$ cat config.mk
export PLATFORM = sky130hd
export DESIGN_NAME = text_scan_controller
export DESIGN_NICKNAME = d
export VERILOG_FILES = /design/src/rtl/text_scan_controller.sv
export SDC_FILE = /design/constraint.sdc
export NUM_CORES = 1
export LEC_CHECK = 0
export BUFFER_PORTS_ARGS = -buffer_cell sky130_fd_sc_hd__buf_4
export CAP_MARGIN = 20
export CORE_MARGIN = 4
export CORE_UTILIZATION = 25
export DETAILED_ROUTE_END_ITERATION = 8
export PLACE_DENSITY = 0.38
export SLEW_MARGIN = 10
export SYNTH_ARGS = -nofsm -noshare
export SYNTH_HDL_FRONTEND = slang
export SYNTH_SLANG_ARGS = --single-unit
$ cat constraint.sdc
create_clock -name clk -period 5.55 [get_ports clk]
set_input_delay 0.2775 -clock clk [delete_from_list [all_inputs] [get_ports clk]]
set_output_delay 0.2775 -clock clk [all_outputs]
set_load 0.05 [all_outputs]
$ cat src/rtl/text_scan_controller.sv
// text_scan_controller: text-mode raster sequencer issuing screen-RAM reads one cell ahead
// and driving character-generator controls plus VGA syncs.
module text_scan_controller #(
  parameter int COLS   = 80,
  parameter int ROWS   = 30,
  parameter int H_FP   = 16,
  parameter int H_SYNC = 96,
  parameter int H_BP   = 48,
  parameter int V_FP   = 10,
  parameter int V_SYNC = 2,
  parameter int V_BP   = 33,
  parameter int ADDR_W = 12
)(
  input  logic              clk,
  input  logic              rst_n,
  input  logic              en,
  output logic              ram_rd,
  output logic [ADDR_W-1:0] ram_addr,
  input  logic [3:0]        ram_rdata,
  output logic [3:0]        character,
  output logic [2:0]        dot_count,
  output logic [3:0]        scan_count,
  output logic              gen_en,
  output logic              hsync_n,
  output logic              vsync_n,
  output logic              frame_start
);
  localparam int H_ACT = COLS * 8;
  localparam int H_TOT = H_ACT + H_FP + H_SYNC + H_BP;
  localparam int V_ACT = ROWS * 16;
  localparam int V_TOT = V_ACT + V_FP + V_SYNC + V_BP;
  localparam int HW = $clog2(H_TOT);
  localparam int VW = $clog2(V_TOT);
  localparam logic [HW-1:0] HA_END  = HW'(H_ACT - 1);
  localparam logic [HW-1:0] HF_END  = HW'(H_ACT + H_FP - 1);
  localparam logic [HW-1:0] HS_END  = HW'(H_ACT + H_FP + H_SYNC - 1);
  localparam logic [HW-1:0] H_END   = HW'(H_TOT - 1);
  localparam logic [HW-1:0] H_PRE   = HW'(H_TOT - 3);
  localparam logic [HW-1:0] H_RDLIM = HW'(H_ACT - 8);
  localparam logic [VW-1:0] VA_END  = VW'(V_ACT - 1);
  localparam logic [VW-1:0] VF_END  = VW'(V_ACT + V_FP - 1);
  localparam logic [VW-1:0] VS_END  = VW'(V_ACT + V_FP + V_SYNC - 1);
  localparam logic [VW-1:0] V_END   = VW'(V_TOT - 1);
  localparam logic [ADDR_W-1:0] A_COLS = ADDR_W'(COLS);

  typedef enum logic [1:0] {S_ACT, S_FP, S_SYNC, S_BP} phase_t;

  phase_t            r_hstate, r_vstate, w_hs_n, w_vs_n;
  logic [HW-1:0]     r_hcnt;
  logic [VW-1:0]     r_vcnt;
  logic [ADDR_W-1:0] r_row_base, w_addr;
  logic              r_rd, r_rdv, w_hend, w_vend, w_cell_rd, w_pre_rd;

  assign w_hend = r_hcnt == H_END;
  assign w_vend = r_vcnt == V_END;
  assign w_hs_n = r_hcnt == HA_END ? S_FP : r_hcnt == HF_END ? S_SYNC :
                  r_hcnt == HS_END ? S_BP : w_hend ? S_ACT : r_hstate;
  assign w_vs_n = r_vcnt == VA_END ? S_FP : r_vcnt == VF_END ? S_SYNC :
                  r_vcnt == VS_END ? S_BP : w_vend ? S_ACT : r_vstate;
  // Read strobes are registered, so they are decoded one pixel early.
  assign w_cell_rd = r_vstate == S_ACT && r_hcnt[2:0] == 3'd5 && r_hcnt < H_RDLIM;
  assign w_pre_rd  = r_hcnt == H_PRE && (r_vcnt < VA_END || w_vend);
  assign w_addr = w_cell_rd ? r_row_base + ADDR_W'(r_hcnt[HW-1:3]) + ADDR_W'(1) :
                  w_vend ? '0 : r_vcnt[3:0] == 4'hf ? r_row_base + A_COLS : r_row_base;

  assign ram_rd      = r_rd & en;
  assign dot_count   = r_hcnt[2:0];
  assign scan_count  = r_vcnt[3:0];
  assign gen_en      = rst_n & en & (r_hstate == S_ACT) & (r_vstate == S_ACT);
  assign frame_start = rst_n & en & (r_hcnt == '0) & (r_vcnt == '0);

  always_ff @(posedge clk or negedge rst_n) begin
    if (!rst_n) begin
      r_hcnt     <= '0;
      r_vcnt     <= '0;
      r_hstate   <= S_ACT;
      r_vstate   <= S_ACT;
      r_row_base <= '0;
      r_rd       <= 1'b0;
      r_rdv      <= 1'b0;
      ram_addr   <= '0;
      character  <= '0;
      hsync_n    <= 1'b1;
      vsync_n    <= 1'b1;
    end else if (en) begin
      r_hcnt   <= w_hend ? '0 : r_hcnt + 1'b1;
      r_hstate <= w_hs_n;
      hsync_n  <= w_hs_n != S_SYNC;
      r_rd     <= w_cell_rd | w_pre_rd;
      r_rdv    <= r_rd;
      if (w_cell_rd | w_pre_rd) ram_addr <= w_addr;
      if (r_rdv) character <= ram_rdata;
      if (w_hend) begin
        r_vcnt     <= w_vend ? '0 : r_vcnt + 1'b1;
        r_vstate   <= w_vs_n;
        vsync_n    <= w_vs_n != S_SYNC;
        r_row_base <= w_vend ? '0 : (r_vstate == S_ACT && r_vcnt[3:0] == 4'hf) ? r_row_base + A_COLS : r_row_base;
      end
    end
  end
endmodule

==> impl_results.md, run 1 <==
* First-pass GRT wire length at 15100 µm
* Layout Nets at 380
* Share of the yosys chip area belonging to registers at 40.5%
* Worst skew pair latency at 310 ps
* Syn nets at around 360
* Setup-failing EPs final at 0
* Vias in the first global route at 2754
* Clock Skew at 10.4 ps
* DP HPWL at between 6000 and 7000 µm
* Area Overhead vs Synth at 16.3%
* EDFF count, synth at 0
* Post-Route WL at 9090 µm
* TritonRoute pass-1 iters at 4
* Post-CTS sizing at 0
* Clk buf depth at 2
* GRT Overall Usage at 13.1%
* Die area at 14800 µm²
* Worst-Margin Slew at approximately 730 ps
* Share of the synthesized area in the top cell type at 38.8%
* Worst setup path class: reg2reg
* Core Rows at 41
* Yosys top cell by area: dfrtp_1
* Ys async rst share at 100%
* Cell internal pwr at 0.000835 W
* Hold crit path type: in2async
* Via count at 2700
* Largest net degree at the start of global routing at 55
* Clock tree sinks at 52
* Die width at 122 µm
* Area contributors post-synth: dfrtp_1, ha_1, o21ai_0
* Clock Root Buffer: clkbuf_16
* GPL Wtd Cong at 0.821
* Final hold viol count at 0
* Max-slew violation count at 0
* Synthesized instance count at 345
* Max-cap violations at 0
* Number of antenna violations at the first check in global routing at 0
* Status: finished clean
* Port Buffers at 34
* Arr. time, crit path at 2680 ps
* Psw at approximately 0.00055 W
* Layout cell share with drive strength beyond 1 at 16.3%
* Ant diodes at 0
* Post-Syn Area at 3220 µm²
* Power Dens Cells at 370 nW/µm²
* CTS Hold Bufs at 0
* Slew HR at 51.4%
* Reg power frac at 38.5%
* Initial Utilization at 25.5%
* Post-Place Worst Slack at 3020 ps
* CTS clk-pin slew, worst paths at roughly 70 ps
* Max Clk Rate at 396 MHz
* Post-synthesis register bit count at 52
* Initial DRC count at 140
* Residual DRC at 0
* H-Tree Depth at 2
* Routed len/inst at 17.0 µm
* Worst vdd ir at 207 µV
* Post-CTS Setup Bufs at 0
* Core ar. at ~13000 µm²
* Tmin final at 2520 ps
* Count leader, synth: dfrtp_1
* Startpoint Class: flip-flop
* Sw frac at 39.8%
* Fin crit share at 45.5%
* Clk pwr share at 28.0%
* DRT antenna net count at 0
* Number of CTS-inserted buffers at 5
* Worst setup EP type: flip-flop
* Worst path required time at approximately 5700 ps
* Combinational power share at approximately a third
* Total grt overflow at 0
* Final Worst Setup Slack at between 3000 and 4000 ps
* CTS tree: done
* Top FF cell, synth: dfrtp_1
* Static leakage at approximately 1.6 nW
* Die H at 122 µm
* Syn. warnings at 0
* Vias per cell at ~5.0
* RSZ-0062 raised after global routing: no
* # IOs at 35
* Syn avg cell area at 9.34 µm²
* Setup TNS Final at 0 ps
* Crit-path max FO at 13
* Commonest cells in the netlist: dfrtp_1, nand2_1, o21ai_0, nor2_1, inv_1
* Netlist cell types at 67
==> cell usage in the layout (no fill, tap or decap), drive strengths merged, types with 7 or more instances in the layout <==
cell type   n
dfrtp      50
buf        35
nand2      33
o21ai      26
nor2       22
inv        15
nand3      14
a21oi      11
xnor2      11
ha         11
nand4      10
xor2        9
nor3        7
clkbuf      7
==> final timing paths <==
path | slack [ps] | startpoint | cells after the start | end
hold reg to reg | 490 | r_rdv | 1 | r_rdv
hold / removal | 20 | rst_n | 1 | r_vcnt[0]
min in group clk | 200 | ram_rdata[0] | 2 | character[0]
max in group asynchronous | 5050 | rst_n | 1 | ram_addr[9]
setup reg to reg | 3030 | r_hcnt[1] | 7 | ram_addr[7]
setup / recovery | 3030 | r_hcnt[1] | 7 | ram_addr[7]
==> layer usage <==
metal  part of all wire, %  GRT usage (%)
met1                    49           18.9
met3                   4.3           2.65
met4                   1.4           4.13
met2                    45           19.8
met5                     0              0
==> power by group through the flow <==
| stage | logic [W] | clock network [W] | registers (W) |
|---|---|---|---|
| floorplan | 0.000216 | 0 | 0.000650 |
| global placement | 0.000474 | 0 | 0.000537 |
| detailed placement | 0.000471 | 0 | 0.000541 |
| CTS | 0.000472 | 0.000401 | 0.000535 |
| global route | 0.000497 | 0.000416 | 0.000550 |
| finish | 0.000464 | 0.000389 | 0.000533 |
==> sequential cells by signal (all words and copies together), names as in the netlist <==
register / count
r_vcnt: 10
hsync_n: 1
r_hcnt: 10
r_vstate: 2
character: 4
vsync_n: 1
ram_addr: 12
r_hstate: 2
r_rd: 1
r_row_base: 8
r_rdv: 1
==> cell type report <==
cell class                 count  area, µm²
inverter                      15       56.3
multi-input combinational    253       1730
clock inverter                 1       30.0
fill                        1390       8870
timing repair buffer          35        263
sequential                    52       1300
clock buffer                   7        153
tap                          172        215
==> worst max-delay path: stages (launching register included) <==
cell and delay [ps]:
dfrtp_1 410, inv_1 100, ha_1 190, nor4bb_1 450, o211a_1 530, nor2_1 190, a221oi_1 370, o31ai_1 110
==> kinds of logic after synthesis <==
kind of cell,share of synthesized area [%]
adders and majority gates,4.27
muxes,2.99
AOI/OAI and AO/OA,20.0
and+or+nand+nor,20.9
DFF,40.5
buffers and inverters,5.94
xor gates and xnor gates,5.43
==> per-stage QoR <==
| step | instance area [µm²] | hold slack, ps | utilization [%] | total power (W) | cells |
|---|---|---|---|---|---|
| 6_report | 3750 | 16.7 | 29.7 | 0.00139 | 535 |
| 5_1_grt | 3750 | 88.4 | 29.7 | 0.00146 | 535 |
| 4_1_cts | 3750 | 53.4 | 29.7 | 0.00141 | 535 |
| 3_5_place_dp | 3570 | 384 | 28.3 | 0.00101 | 527 |
| 3_3_place_gp | 3570 | 386 | 28.3 | 0.00101 | 527 |
| 2_1_floorplan | 3220 | -18.1 | - | 0.000867 | 345 |
Note: power is estimated with default switching activity, not from simulation.
==> inputs of run 2 (changes only) <==
Settings changed: PLACE_DENSITY 0.38 to 0.39.
Clock period 5.55 ns to 2.05 ns, I/O delays scaled along.
==> run 2 against run 1 <==
The flow now finishes with violations (negative setup slack). Sequential share of layout area fell by 6.3 points. Via count rose by 12%. Worst setup slack got worse by 3000 ps. Total power rose to 2.9 times the previous value. Sequential cell count did not move. Global-route usage rose by 0.95 points. Clock skew fell by 2.1 ps. Clock power rose by 130%. Sequential power rose to 2.6 times the previous value. Critical path depth rose by 2. Maximum frequency rose by 22%. Critical endpoint is now r_row_base[6]. Highest routed layer unchanged.
==> impl_results.md, run 2 (synthesis results as in run 1) <==
* Family with the most delay on the worst path: simple AND/OR/NAND/NOR gates
* Levels on crit path at 9
* Final hold viol count at 0
* Startpoint Class: flip-flop
* Via count at 3019
* Final Worst Setup Slack at -21.9 ps
* Post-Route WL at 10100 µm
* Worst-Margin Slew at 469 ps
* DP HPWL at around 7500 µm
* Worst path required time at about 2300 ps
* R2R depth at 9
* Core ar. at 12600 µm²
* Ant diodes at 0
* Largest net degree at the start of global routing at 31
* Initial DRC count at 121
* CTS tree: done
* Crit-path slowest cell: dfrtp_1
* Area Overhead vs Synth at 42.7%
* Cell Area, Placed at 4030 µm²
* WP buf/inv at 3
* Port Buffers at 34
* Core Rows at 41
* Setup TNS Final at -21.9 ps
* GRT Overall Usage at 14.1%
* Worst setup path class: reg2reg
* Residual DRC at 0
* Arr. time, crit path at 2310 ps
* Max-slew violation count at 0
* Vias per cell at around 5
* Worst vdd ir at 517 µV
* Routed len/inst at 16.5 µm
* DRT antenna net count at 0
* Initial Utilization at approximately 26%
* Static leakage at 2.02 nW
* Largest Register: ram_addr
* WHS Path Cells at 2
* Clock tree sinks at 52
* Slew HR at 68.3%
* RSZ-0062 raised after global routing: yes
* Leading cell type in the layout, fill and taps excluded: buf_4
* CTS clk-pin slew, worst paths at 80 ps
* Die H at 122 µm
* Failing checks: negative setup slack
* Setup-failing EPs final at 1
* Layout cell share with drive strength beyond 1 at just over 40%
* Die area at 14800 µm²
* Crit-path max FO at 4
* Max FFs per register at 12
* First-pass GRT wire length at 16400 µm
* Tmin final at 2070 ps
* Clock Skew at 8.23 ps
* Clock Root Buffer: clkbuf_16
* Die width at around 120 µm
* Layout Nets at 454
* H-Tree Depth at 2
* Design Area, Final at 4600 µm²
* # IOs at 35
* GPL Wtd Cong at approximately 0.83
* Worst Hold Slack at 25.9 ps
* Number of antenna violations at the first check in global routing at 0
* TritonRoute pass-1 iters at 4
* Largest regs: ram_addr: 12 flops, r_hcnt: 10 flops, r_vcnt: 10 flops
* CP cell instances: inv_2 -> ha_4 -> nor4b_4 -> buf_4 -> buf_6 -> a21o_4 -> or3_4 -> or3_1 -> o21ai_1
* Fin crit share at 101%
* Hold crit path type: in2reg
* Vias in the first global route at between 2000 and 3000
* Power Dens Cells at 863 nW/µm²
* Worst setup EP type: flip-flop
* Worst skew pair latency at 300 ps
* Max-cap violations at 0
* Max Clk Rate at 483 MHz
* Status: complete, but fails checks
* Total grt overflow at 0
* Most frequent cells in the layout: buf_4, dfrtp_1, nand2_1
* Crit-path max cell delay at just over 400 ps
* Number of CTS-inserted buffers at 5
* Post-Place Worst Slack at -76.0 ps
* Clk buf depth at 2
[run 2: cell types whose count changed in the layout (fill, tap and decap cells not counted), moves of 4 or more]
cell	previous run	this run
dfrtp_2	0	5
ha_1	11	6
buf_6	0	5
o21ai_0	25	19
dfrtp_1	50	45
o21ai_1	1	6
ha_4	0	4
buf_4	35	102
inv_1	15	11
[run 2: worst paths after layout]
path	from	to	slack (ps)
setup / recovery	r_vcnt[1]	r_row_base[6]	-20
hold / removal	ram_rdata[1]	character[1]	30
setup reg to reg	r_vcnt[1]	r_row_base[6]	-20
hold reg to reg	ram_addr[5]	ram_addr[5]	490
max in group asynchronous	rst_n	r_vcnt[7]	1020
min in group asynchronous	rst_n	r_vstate[0]	270
[run 2: per-stage QoR]
step	utilization (%)	cells	total power (W)
global route	36.4	609	0.00419
detailed placement	31.9	587	0.00297
global placement	31.9	587	0.00296
CTS	33.8	596	0.00392
floorplan	-	345	0.00235
finish	36.4	609	0.00397
[run 2: layer usage]
metal	GRT usage, %	vias to the layer above	part of all wire (%)
met1	18.7	1488	45
met2	23.9	65	49
li1	-	1458	-
met3	2.32	8	4.0
met4	3.36	0	1.2
met5	0	-	0
[run 2: worst register-to-register path, stage by stage (launching register included)]
cell and delay (ps):
dfrtp_1 410, inv_2 70, ha_4 150, nor4b_4 120
buf_4 150, buf_6 110, a21o_4 210, or3_4 350
or3_1 350, o21ai_1 80
[run 2: where the power goes]
| group | total (W) | internal, W | switching (W) |
|---|---|---|---|
| Sequential | 0.00137 | 0.00121 | 0.000160 |
| Combinational | 0.00171 | 0.000674 | 0.00104 |
| Clock | 0.000886 | 0.000458 | 0.000429 |
| Total | 0.00397 | 0.00234 | 0.00163 |
[run 2: cell type report]
cell class              count  area (µm²)
well taps                 172         215
repair buffers            109         852
flip-flops and latches     52        1310
inverters                  15        58.8
fillers                  1337        8020
clock buffers               6         129
clock inverters             2        16.3
multi-input cells         253        2020
[run 2: timing repair]
action,4_1_cts,5_1_grt
hold buffers,1,0
pin swaps,2,15
endpoints found under the setup margin,17,29
resized for setup,16,58
endpoints found under the hold margin,22,0
setup buffers,0,13
